===== src/rtl/yapp_pkg.sv =====
// Shared types and constants for the YAPP receive path.
//   yapp_state_e      : parser states (header, payload, parity byte)
//   yapp_fifo_entry_t : one buffered byte tagged with start/end-of-packet flags
package yapp_pkg;

    localparam int YAPP_LEN_W  = 6;
    localparam int YAPP_ADDR_W = 2;
    localparam logic [YAPP_ADDR_W-1:0] YAPP_ILLEGAL_ADDR = 2'd3;

    typedef enum logic [1:0] {
        IDLE    = 2'd0,
        PAYLOAD = 2'd1,
        PARITY  = 2'd2
    } yapp_state_e;

    typedef struct packed {
        logic       sop;
        logic       eop;
        logic [7:0] data;
    } yapp_fifo_entry_t;

endpackage


===== src/rtl/yapp_rx_parser_if.sv =====
// Bundle of every non-clock/reset signal of the YAPP receiver.
//   sender side   : in_data, in_data_vld -> ; <- in_suspend
//   downstream    : <- out_data/out_sop/out_eop/out_valid ; out_ready ->
//   status        : <- pkt_done/pkt_addr/pkt_perr/pkt_aerr, stat_pkt_cnt, stat_perr_cnt
// slave  = receiver (the parser), master = sender/downstream/observer.
interface yapp_rx_parser_if #(
    parameter int CNT_W = 16
);
    logic [7:0]       in_data;
    logic             in_data_vld;
    logic             in_suspend;
    logic [7:0]       out_data;
    logic             out_sop;
    logic             out_eop;
    logic             out_valid;
    logic             out_ready;
    logic             pkt_done;
    logic [1:0]       pkt_addr;
    logic             pkt_perr;
    logic             pkt_aerr;
    logic [CNT_W-1:0] stat_pkt_cnt;
    logic [CNT_W-1:0] stat_perr_cnt;

    modport slave (
        input  in_data, in_data_vld, out_ready,
        output in_suspend, out_data, out_sop, out_eop, out_valid,
               pkt_done, pkt_addr, pkt_perr, pkt_aerr,
               stat_pkt_cnt, stat_perr_cnt
    );

    modport master (
        output in_data, in_data_vld, out_ready,
        input  in_suspend, out_data, out_sop, out_eop, out_valid,
               pkt_done, pkt_addr, pkt_perr, pkt_aerr,
               stat_pkt_cnt, stat_perr_cnt
    );
endinterface


===== src/rtl/yapp_rx_parser_fifo.sv =====
// First-word-fall-through synchronous FIFO of tagged YAPP bytes.
//   clock, reset (async, active-low)
//   push/wr_entry : write one entry (ignored when full)
//   pop           : consume the head (ignored when empty)
//   rd_entry      : current head, meaningful while not_empty = 1
//   count         : number of stored entries, 0..DEPTH
module yapp_rx_fifo
    import yapp_pkg::*;
#(
    parameter int DEPTH = 16,
    localparam int AW   = $clog2(DEPTH)
) (
    input  logic             clock,
    input  logic             reset,
    input  logic             push,
    input  yapp_fifo_entry_t wr_entry,
    input  logic             pop,
    output yapp_fifo_entry_t rd_entry,
    output logic [AW:0]      count,
    output logic             not_empty
);

    localparam logic [AW:0] FULL_LVL = (AW+1)'(DEPTH);

    yapp_fifo_entry_t mem [DEPTH];

    logic [AW-1:0] wr_ptr_q, wr_ptr_d;
    logic [AW-1:0] rd_ptr_q, rd_ptr_d;
    logic [AW:0]   count_q,  count_d;
    logic          push_eff, pop_eff;

    always_comb begin
        push_eff = push && (count_q != FULL_LVL);
        pop_eff  = pop && (count_q != '0);
        // Pointers are exactly AW bits wide, so increments wrap modulo DEPTH.
        wr_ptr_d = push_eff ? wr_ptr_q + 1'b1 : wr_ptr_q;
        rd_ptr_d = pop_eff  ? rd_ptr_q + 1'b1 : rd_ptr_q;
        count_d  = count_q;
        if (push_eff && !pop_eff) begin
            count_d = count_q + 1'b1;
        end else if (!push_eff && pop_eff) begin
            count_d = count_q - 1'b1;
        end
    end

    always_ff @(posedge clock or negedge reset) begin
        if (!reset) begin
            wr_ptr_q <= '0;
            rd_ptr_q <= '0;
            count_q  <= '0;
        end else begin
            wr_ptr_q <= wr_ptr_d;
            rd_ptr_q <= rd_ptr_d;
            count_q  <= count_d;
        end
    end

    // Storage carries no reset; emptiness is tracked by count_q alone.
    always_ff @(posedge clock) begin
        if (push_eff) begin
            mem[wr_ptr_q] <= wr_entry;
        end
    end

    assign rd_entry  = mem[rd_ptr_q];
    assign count     = count_q;
    assign not_empty = (count_q != '0);

endmodule


===== src/rtl/yapp_rx_parser.sv =====
// YAPP input-port receiver: parses header/payload/parity bytes, buffers them
// in a tagged FWFT FIFO, throttles the sender with in_suspend and reports
// per-packet address/parity status plus wrapping statistics counters.
//   clock : rising-edge clock
//   reset : asynchronous, active-low
//   bus   : yapp_rx_parser_if.slave (sender, downstream and status signals)
module yapp_rx_parser
    import yapp_pkg::*;
#(
    parameter int DEPTH = 16,
    parameter int CNT_W = 16
) (
    input logic           clock,
    input logic           reset,
    yapp_rx_parser_if.slave bus
);

    localparam int AW = $clog2(DEPTH);
    // One slot is kept spare: suspend is registered, so a byte can still be
    // accepted on the edge where the FIFO reaches DEPTH-1.
    localparam logic [AW:0] SUSP_LVL = (AW+1)'(DEPTH - 1);

    yapp_state_e              state_q, state_d;
    logic [YAPP_LEN_W-1:0]    remaining_q, remaining_d;
    logic [YAPP_ADDR_W-1:0]   addr_q, addr_d;
    logic [7:0]               parity_q, parity_d;
    logic                     in_suspend_q, in_suspend_d;
    logic                     pkt_done_q, pkt_done_d;
    logic [YAPP_ADDR_W-1:0]   pkt_addr_q, pkt_addr_d;
    logic                     pkt_perr_q, pkt_perr_d;
    logic                     pkt_aerr_q, pkt_aerr_d;
    logic [CNT_W-1:0]         stat_pkt_cnt_q, stat_pkt_cnt_d;
    logic [CNT_W-1:0]         stat_perr_cnt_q, stat_perr_cnt_d;

    logic                     accept;
    logic                     push;
    logic                     pop;
    yapp_fifo_entry_t         wr_entry;
    yapp_fifo_entry_t         rd_entry;
    logic [AW:0]              fifo_count;
    logic [AW:0]              count_next;
    logic                     fifo_valid;

    yapp_rx_fifo #(.DEPTH(DEPTH)) u_fifo (
        .clock     (clock),
        .reset     (reset),
        .push      (push),
        .wr_entry  (wr_entry),
        .pop       (pop),
        .rd_entry  (rd_entry),
        .count     (fifo_count),
        .not_empty (fifo_valid)
    );

    assign accept = bus.in_data_vld && !in_suspend_q;
    assign pop    = fifo_valid && bus.out_ready;

    always_comb begin
        state_d         = state_q;
        remaining_d     = remaining_q;
        addr_d          = addr_q;
        parity_d        = parity_q;
        pkt_done_d      = 1'b0;
        pkt_addr_d      = pkt_addr_q;
        pkt_perr_d      = pkt_perr_q;
        pkt_aerr_d      = pkt_aerr_q;
        stat_pkt_cnt_d  = stat_pkt_cnt_q;
        stat_perr_cnt_d = stat_perr_cnt_q;
        push            = accept;
        wr_entry.sop    = 1'b0;
        wr_entry.eop    = 1'b0;
        wr_entry.data   = bus.in_data;

        if (accept) begin
            unique case (state_q)
                IDLE: begin
                    wr_entry.sop = 1'b1;
                    remaining_d  = bus.in_data[7:2];
                    addr_d       = bus.in_data[1:0];
                    parity_d     = bus.in_data;
                    state_d      = (bus.in_data[7:2] == '0) ? PARITY : PAYLOAD;
                end
                PAYLOAD: begin
                    parity_d    = parity_q ^ bus.in_data;
                    remaining_d = remaining_q - 1'b1;
                    if (remaining_q == YAPP_LEN_W'(1)) begin
                        state_d = PARITY;
                    end
                end
                PARITY: begin
                    wr_entry.eop    = 1'b1;
                    state_d         = IDLE;
                    pkt_done_d      = 1'b1;
                    pkt_addr_d      = addr_q;
                    pkt_perr_d      = (bus.in_data != parity_q);
                    pkt_aerr_d      = (addr_q == YAPP_ILLEGAL_ADDR);
                    stat_pkt_cnt_d  = stat_pkt_cnt_q + 1'b1;
                    stat_perr_cnt_d = stat_perr_cnt_q +
                                      {{(CNT_W-1){1'b0}}, (bus.in_data != parity_q)};
                end
                default: state_d = IDLE;
            endcase
        end

        // Suspend tracks the count the FIFO will hold after this edge.
        count_next = fifo_count;
        if (push && !pop) begin
            count_next = fifo_count + 1'b1;
        end else if (!push && pop) begin
            count_next = fifo_count - 1'b1;
        end
        in_suspend_d = (count_next >= SUSP_LVL);
    end

    always_ff @(posedge clock or negedge reset) begin
        if (!reset) begin
            state_q         <= IDLE;
            remaining_q     <= '0;
            addr_q          <= '0;
            parity_q        <= '0;
            in_suspend_q    <= 1'b0;
            pkt_done_q      <= 1'b0;
            pkt_addr_q      <= '0;
            pkt_perr_q      <= 1'b0;
            pkt_aerr_q      <= 1'b0;
            stat_pkt_cnt_q  <= '0;
            stat_perr_cnt_q <= '0;
        end else begin
            state_q         <= state_d;
            remaining_q     <= remaining_d;
            addr_q          <= addr_d;
            parity_q        <= parity_d;
            in_suspend_q    <= in_suspend_d;
            pkt_done_q      <= pkt_done_d;
            pkt_addr_q      <= pkt_addr_d;
            pkt_perr_q      <= pkt_perr_d;
            pkt_aerr_q      <= pkt_aerr_d;
            stat_pkt_cnt_q  <= stat_pkt_cnt_d;
            stat_perr_cnt_q <= stat_perr_cnt_d;
        end
    end

    // out_data/sop/eop are don't-care while out_valid is low; gate them
    // anyway so the outputs read as zero straight out of reset.
    assign bus.in_suspend    = in_suspend_q;
    assign bus.out_valid     = fifo_valid;
    assign bus.out_data      = fifo_valid ? rd_entry.data : 8'h00;
    assign bus.out_sop       = fifo_valid && rd_entry.sop;
    assign bus.out_eop       = fifo_valid && rd_entry.eop;
    assign bus.pkt_done      = pkt_done_q;
    assign bus.pkt_addr      = pkt_addr_q;
    assign bus.pkt_perr      = pkt_perr_q;
    assign bus.pkt_aerr      = pkt_aerr_q;
    assign bus.stat_pkt_cnt  = stat_pkt_cnt_q;
    assign bus.stat_perr_cnt = stat_perr_cnt_q;

endmodule


===== src/flat_wrapper.sv =====
// flat-port wrapper written by rule: the top's interface ports become plain ports
module yapp_rx_parser_flat import yapp_pkg::*;
#(
    parameter int DEPTH = 16,
    parameter int CNT_W = 16
)
  (clock, reset, bus_in_data, bus_in_data_vld, bus_out_ready, bus_in_suspend, bus_out_data, bus_out_sop, bus_out_eop, bus_out_valid, bus_pkt_done, bus_pkt_addr, bus_pkt_perr, bus_pkt_aerr, bus_stat_pkt_cnt, bus_stat_perr_cnt);
  yapp_rx_parser_if #(.CNT_W(CNT_W)) bus_i ();
  input logic clock;
  input logic reset;
  input wire logic [$bits(bus_i.in_data)-1:0] bus_in_data;
  input wire logic [$bits(bus_i.in_data_vld)-1:0] bus_in_data_vld;
  input wire logic [$bits(bus_i.out_ready)-1:0] bus_out_ready;
  output wire logic [$bits(bus_i.in_suspend)-1:0] bus_in_suspend;
  output wire logic [$bits(bus_i.out_data)-1:0] bus_out_data;
  output wire logic [$bits(bus_i.out_sop)-1:0] bus_out_sop;
  output wire logic [$bits(bus_i.out_eop)-1:0] bus_out_eop;
  output wire logic [$bits(bus_i.out_valid)-1:0] bus_out_valid;
  output wire logic [$bits(bus_i.pkt_done)-1:0] bus_pkt_done;
  output wire logic [$bits(bus_i.pkt_addr)-1:0] bus_pkt_addr;
  output wire logic [$bits(bus_i.pkt_perr)-1:0] bus_pkt_perr;
  output wire logic [$bits(bus_i.pkt_aerr)-1:0] bus_pkt_aerr;
  output wire logic [$bits(bus_i.stat_pkt_cnt)-1:0] bus_stat_pkt_cnt;
  output wire logic [$bits(bus_i.stat_perr_cnt)-1:0] bus_stat_perr_cnt;
  assign bus_i.in_data = bus_in_data;
  assign bus_i.in_data_vld = bus_in_data_vld;
  assign bus_i.out_ready = bus_out_ready;
  assign bus_in_suspend = bus_i.in_suspend;
  assign bus_out_data = bus_i.out_data;
  assign bus_out_sop = bus_i.out_sop;
  assign bus_out_eop = bus_i.out_eop;
  assign bus_out_valid = bus_i.out_valid;
  assign bus_pkt_done = bus_i.pkt_done;
  assign bus_pkt_addr = bus_i.pkt_addr;
  assign bus_pkt_perr = bus_i.pkt_perr;
  assign bus_pkt_aerr = bus_i.pkt_aerr;
  assign bus_stat_pkt_cnt = bus_i.stat_pkt_cnt;
  assign bus_stat_perr_cnt = bus_i.stat_perr_cnt;
  yapp_rx_parser #(.DEPTH(DEPTH), .CNT_W(CNT_W)) u_core (.clock(clock), .reset(reset), .bus(bus_i));
endmodule

===== config.mk =====
export PLATFORM = sky130hd
export DESIGN_NAME = yapp_rx_parser_flat
export DESIGN_NICKNAME = d
export VERILOG_FILES = /design/src/rtl/yapp_pkg.sv /design/src/rtl/yapp_rx_parser_if.sv /design/src/rtl/yapp_rx_parser_fifo.sv /design/src/rtl/yapp_rx_parser.sv /design/src/flat_wrapper.sv
export SDC_FILE = /design/constraint.sdc
export NUM_CORES = 1
export LEC_CHECK = 0
export ABC_CLOCK_PERIOD_IN_PS = 2500
export CORE_ASPECT_RATIO = 1.2
export CORE_MARGIN = 3
export CORE_UTILIZATION = 35
export CTS_CLUSTER_DIAMETER = 60
export DETAILED_ROUTE_END_ITERATION = 6
export SLEW_MARGIN = 15
export SYNTH_ARGS = -nofsm -noshare
export SYNTH_HDL_FRONTEND = slang
export SYNTH_SLANG_ARGS = --single-unit

===== constraint.sdc =====
create_clock -name clock -period 2.5 [get_ports clock]
set_input_delay 0.25 -clock clock [delete_from_list [all_inputs] [get_ports clock]]
set_output_delay 0.25 -clock clock [all_outputs]
set_load 0.02 [all_outputs]

==> flow_summary.yaml <==
outcome:
  status: "finished, violations left"
  violations: "setup timing"
critical_path:
  cp.arrival_ns: 2.36
  crit_type: "flop to output port"
  critical_path.max_fanout: 6
  cp-start-kind: "flop"
  endpoint_kind: "output port"
  cp.required_ns: 2.25
synth:
  yosysSeqAreaShare_pct: 68.48
  synth_nets: 647
  ys.flop_type: "edfxtp_1"
  synth_area_um2: 9538
  syn_inst: 622
  synth_edf_count: 160
  synth_warnings: 0
  avgSynthCellArea_um2: 15.33
  async_reset_ff_share_pct: 30.13
  ys_seq_elements: 229
  ys_types: 48
global_route:
  grtUsageMet3_pct: 2.985
  top_usage_layer: "met2"
  met2_usage_pct: 25.72
  grt_pass1_wl_um: 35550
  grt_remaining_overflow: 0
  track_usage_pct: 15.68
  grt_pass1_vias: 6018
  antenna_found_initial: 0
  grt_max_degree: 32
  globalRouteMet1Util_pct: 21.42
sta:
  drv_slew: 0
  finalCritPeriodShare_pct: 104.6
  period_needed_ns: 2.615
  setup_viol: 10
  worstMarginPinSlew_ns: 0.6355
  skew_ns: 0.01268
  relSlewSlack_pct: 57.63
  rsz0062_at_grt: "yes"
  clock.fmax_mhz: 382.5
  setup_slack_ns: -0.1147
  hold_viol: 0
power:
  cellLeakagePower_uw: 0.004570
  swShare_pct: 32.23
  peakVddDrop_v: 0.0006190
  power_frac_comb_pct: 36.6
  power_density_nw_per_um2: 1156
  switchingPower_uw: 4524
  p_clk_share_pct: 27.5
  p_int_uw: 9513
  pwr-share-seq_pct: 35.9
  power_uw: 14040
floorplan:
  die_w_um: 156.7
  ios: 61
  initial_core_util_pct: 35.86
  core_um2: 26590
  dieArea_um2: 29280
  row_count: 65
  die_h_um: 186.8
route:
  vias: 5741
  drc: 0
  antenna_left: 0
  drt-initial-drc-count: 367
  detail_route.wl_per_cell_um: 20.41
  wl_um: 22760
  dr.pass1.iters: 5
  viasPerCell: 5.149
clock_tree:
  clockRootBuffer: "clkbuf_16"
  cts_tree: "yes"
  clockBufferDepth: 3
  h-tree-depth: 1
  clk_latency_ns: 0.53
  cts_buffers: 25
  clk_pin_slew_ns: 0.06
  clock-sinks: 229
placement:
  gp_congestion: 0.8245
  place_ws_ns: -0.1089
  post-dp-hpwl_um: 14870
  io_buffers: 60
layout:
  drive_above_1_share_pct: 26.15
  diodes: 0
  nets: 786
  areaGrowthSynthToFinish_pct: 27.30
run:
  maxCapViolations: 0
worst_hold_path:
  hold_class: "primary input to async pin"
kinds of logic after synthesis:
group | after synthesis | share of synthesized area [%]
muxes | 43 | 9.799
buffers and inverters | 59 | 2.532
AOI/OAI and AO/OA | 72 | 4.906
adders and majority gates | 13 | 1.705
xor gates and xnor gates | 49 | 4.500
DFF | 229 | 68.48
and+or+nand+nor | 157 | 8.081
power groups by stage:
stage          Clock (uW)  Sequential (uW)  Combinational (uW)
6_report             3860             5040                5130
2_1_floorplan           0             5030                2730
3_5_place_dp            0             5100                4550
5_1_grt              4120             5100                5500
3_3_place_gp            0             5060                4470
4_1_cts              3950             5030                5180
sequential cells by signal, summed over array words and instances, names as in the netlist, 4 cells and up:
name and flops:
u_core.u_fifo.count 5, u_core.parity_q 8, u_core.u_fifo.mem 160, u_core.u_fifo.wr_ptr_q 4, u_core.remaining_q 6, u_core.bus.stat_perr_cnt 16
u_core.u_fifo.rd_ptr_q 4, u_core.bus.stat_pkt_cnt 16
placed cells by master, fill, tap and decap left out, drive strengths merged, types with 3 or more instances in the layout:
master,netlist,final
dfrtp,69,69
buf,8,85
mux2,3,3
nand3,14,14
o21ai,15,15
o22ai,18,18
nor2,32,32
nand4,11,11
and3,7,7
bufinv,0,4
clkbuf,15,31
nor4,3,3
a21oi,19,19
clkdlybuf4s50,0,49
nand2,57,57
xor2,20,20
inv,35,37
clkinv,1,9
a221o,10,10
xnor2,29,29
nand2b,5,5
ha,13,13
mux4,40,40
edfxtp,160,160
nor3,12,12
or4,3,3
synth_stat cells (all sizes together), types with 10 or more instances:
cell type,count,area [um^2]
edfxtp,160,4805
dfrtp,69,1727
nand2,57,214.0
mux4,40,900.9
inv,35,131.4
nor2,32,120.1
xnor2,29,254.0
xor2,20,175.2
a21oi,19,98.85
o22ai,18,112.6
clkbuf,15,56.30
o21ai,15,75.07
nand3,14,70.07
ha,13,162.7
nor3,12,60.06
nand4,11,83.83
a221o,10,100.1
critical path: stages (launching register included):
cell and delay (ns):
dfrtp_2 0.41, buf_8 0.15, buf_12 0.14, mux4_2 0.54, inv_2 0.10, o22ai_2 0.07
a221o_1 0.29, buf_6 0.14
cell type report:
type                       count  area (um^2)
tap                          335        419.2
multi-input combinational    334         2829
inverter                      36        142.6
sequential                   229         6533
timing repair buffer         135         1338
clock buffer                  31        678.2
clock inverter                15        202.7
fill                        2325        14450
what timing repair did:
| item | in CTS | in global routing |
|---|---|---|
| gates resized for setup | 80 | 13 |
| hold endpoints to repair | 21 | 0 |
| cloned | 4 | 0 |
| hold buffers | 1 | 0 |
| setup buffers | 11 | 5 |
| pin swaps | 6 | 4 |
| endpoints found under the setup margin | 11 | 11 |
path summary, 6_finish.rpt:
kind	start	end	slack [ns]	depth (start not counted)
max	u_core.u_fifo.rd_ptr_q[0]	bus_out_data[5]	-0.11	7
min	reset	u_core.bus.stat_perr_cnt[6]	0.23	2
max reg2reg	u_core.parity_q[0]	u_core.bus.stat_perr_cnt[12]	0.26	9
min reg2reg	u_core.bus.pkt_aerr	u_core.bus.pkt_aerr	0.48	2
max in group asynchronous	reset	u_core.u_fifo.rd_ptr_q[0]	1.45	3
min in group clock	u_core.bus.pkt_aerr	u_core.bus.pkt_aerr	0.48	2
through the flow:
| stage | hold slack, ns | utilization, % | std cells | setup TNS [ns] | instance area [um^2] |
|---|---|---|---|---|---|
| 2_1_floorplan | -0.04559 | - | 622 | 0 | 9543 |
| 3_3_place_gp | 0.2446 | 41.21 | 1051 | -0.5140 | 10960 |
| 3_5_place_dp | 0.2507 | 41.21 | 1051 | -1.305 | 10960 |
| 4_1_cts | 0.2269 | 45.67 | 1113 | -1.495 | 12150 |
| 5_1_grt | 0.2769 | 45.66 | 1115 | -1.535 | 12140 |
| 6_report | 0.2330 | 45.66 | 1115 | -0.8942 | 12140 |
metal layers:
metal | up-vias | wire length [um]
met5 | - | 0
met4 | 0 | 720
met3 | 38 | 1220
met2 | 171 | 10960
met1 | 2909 | 9856
li1 | 2623 | -
No activity file was read; power rests on OpenSTA's default activity.
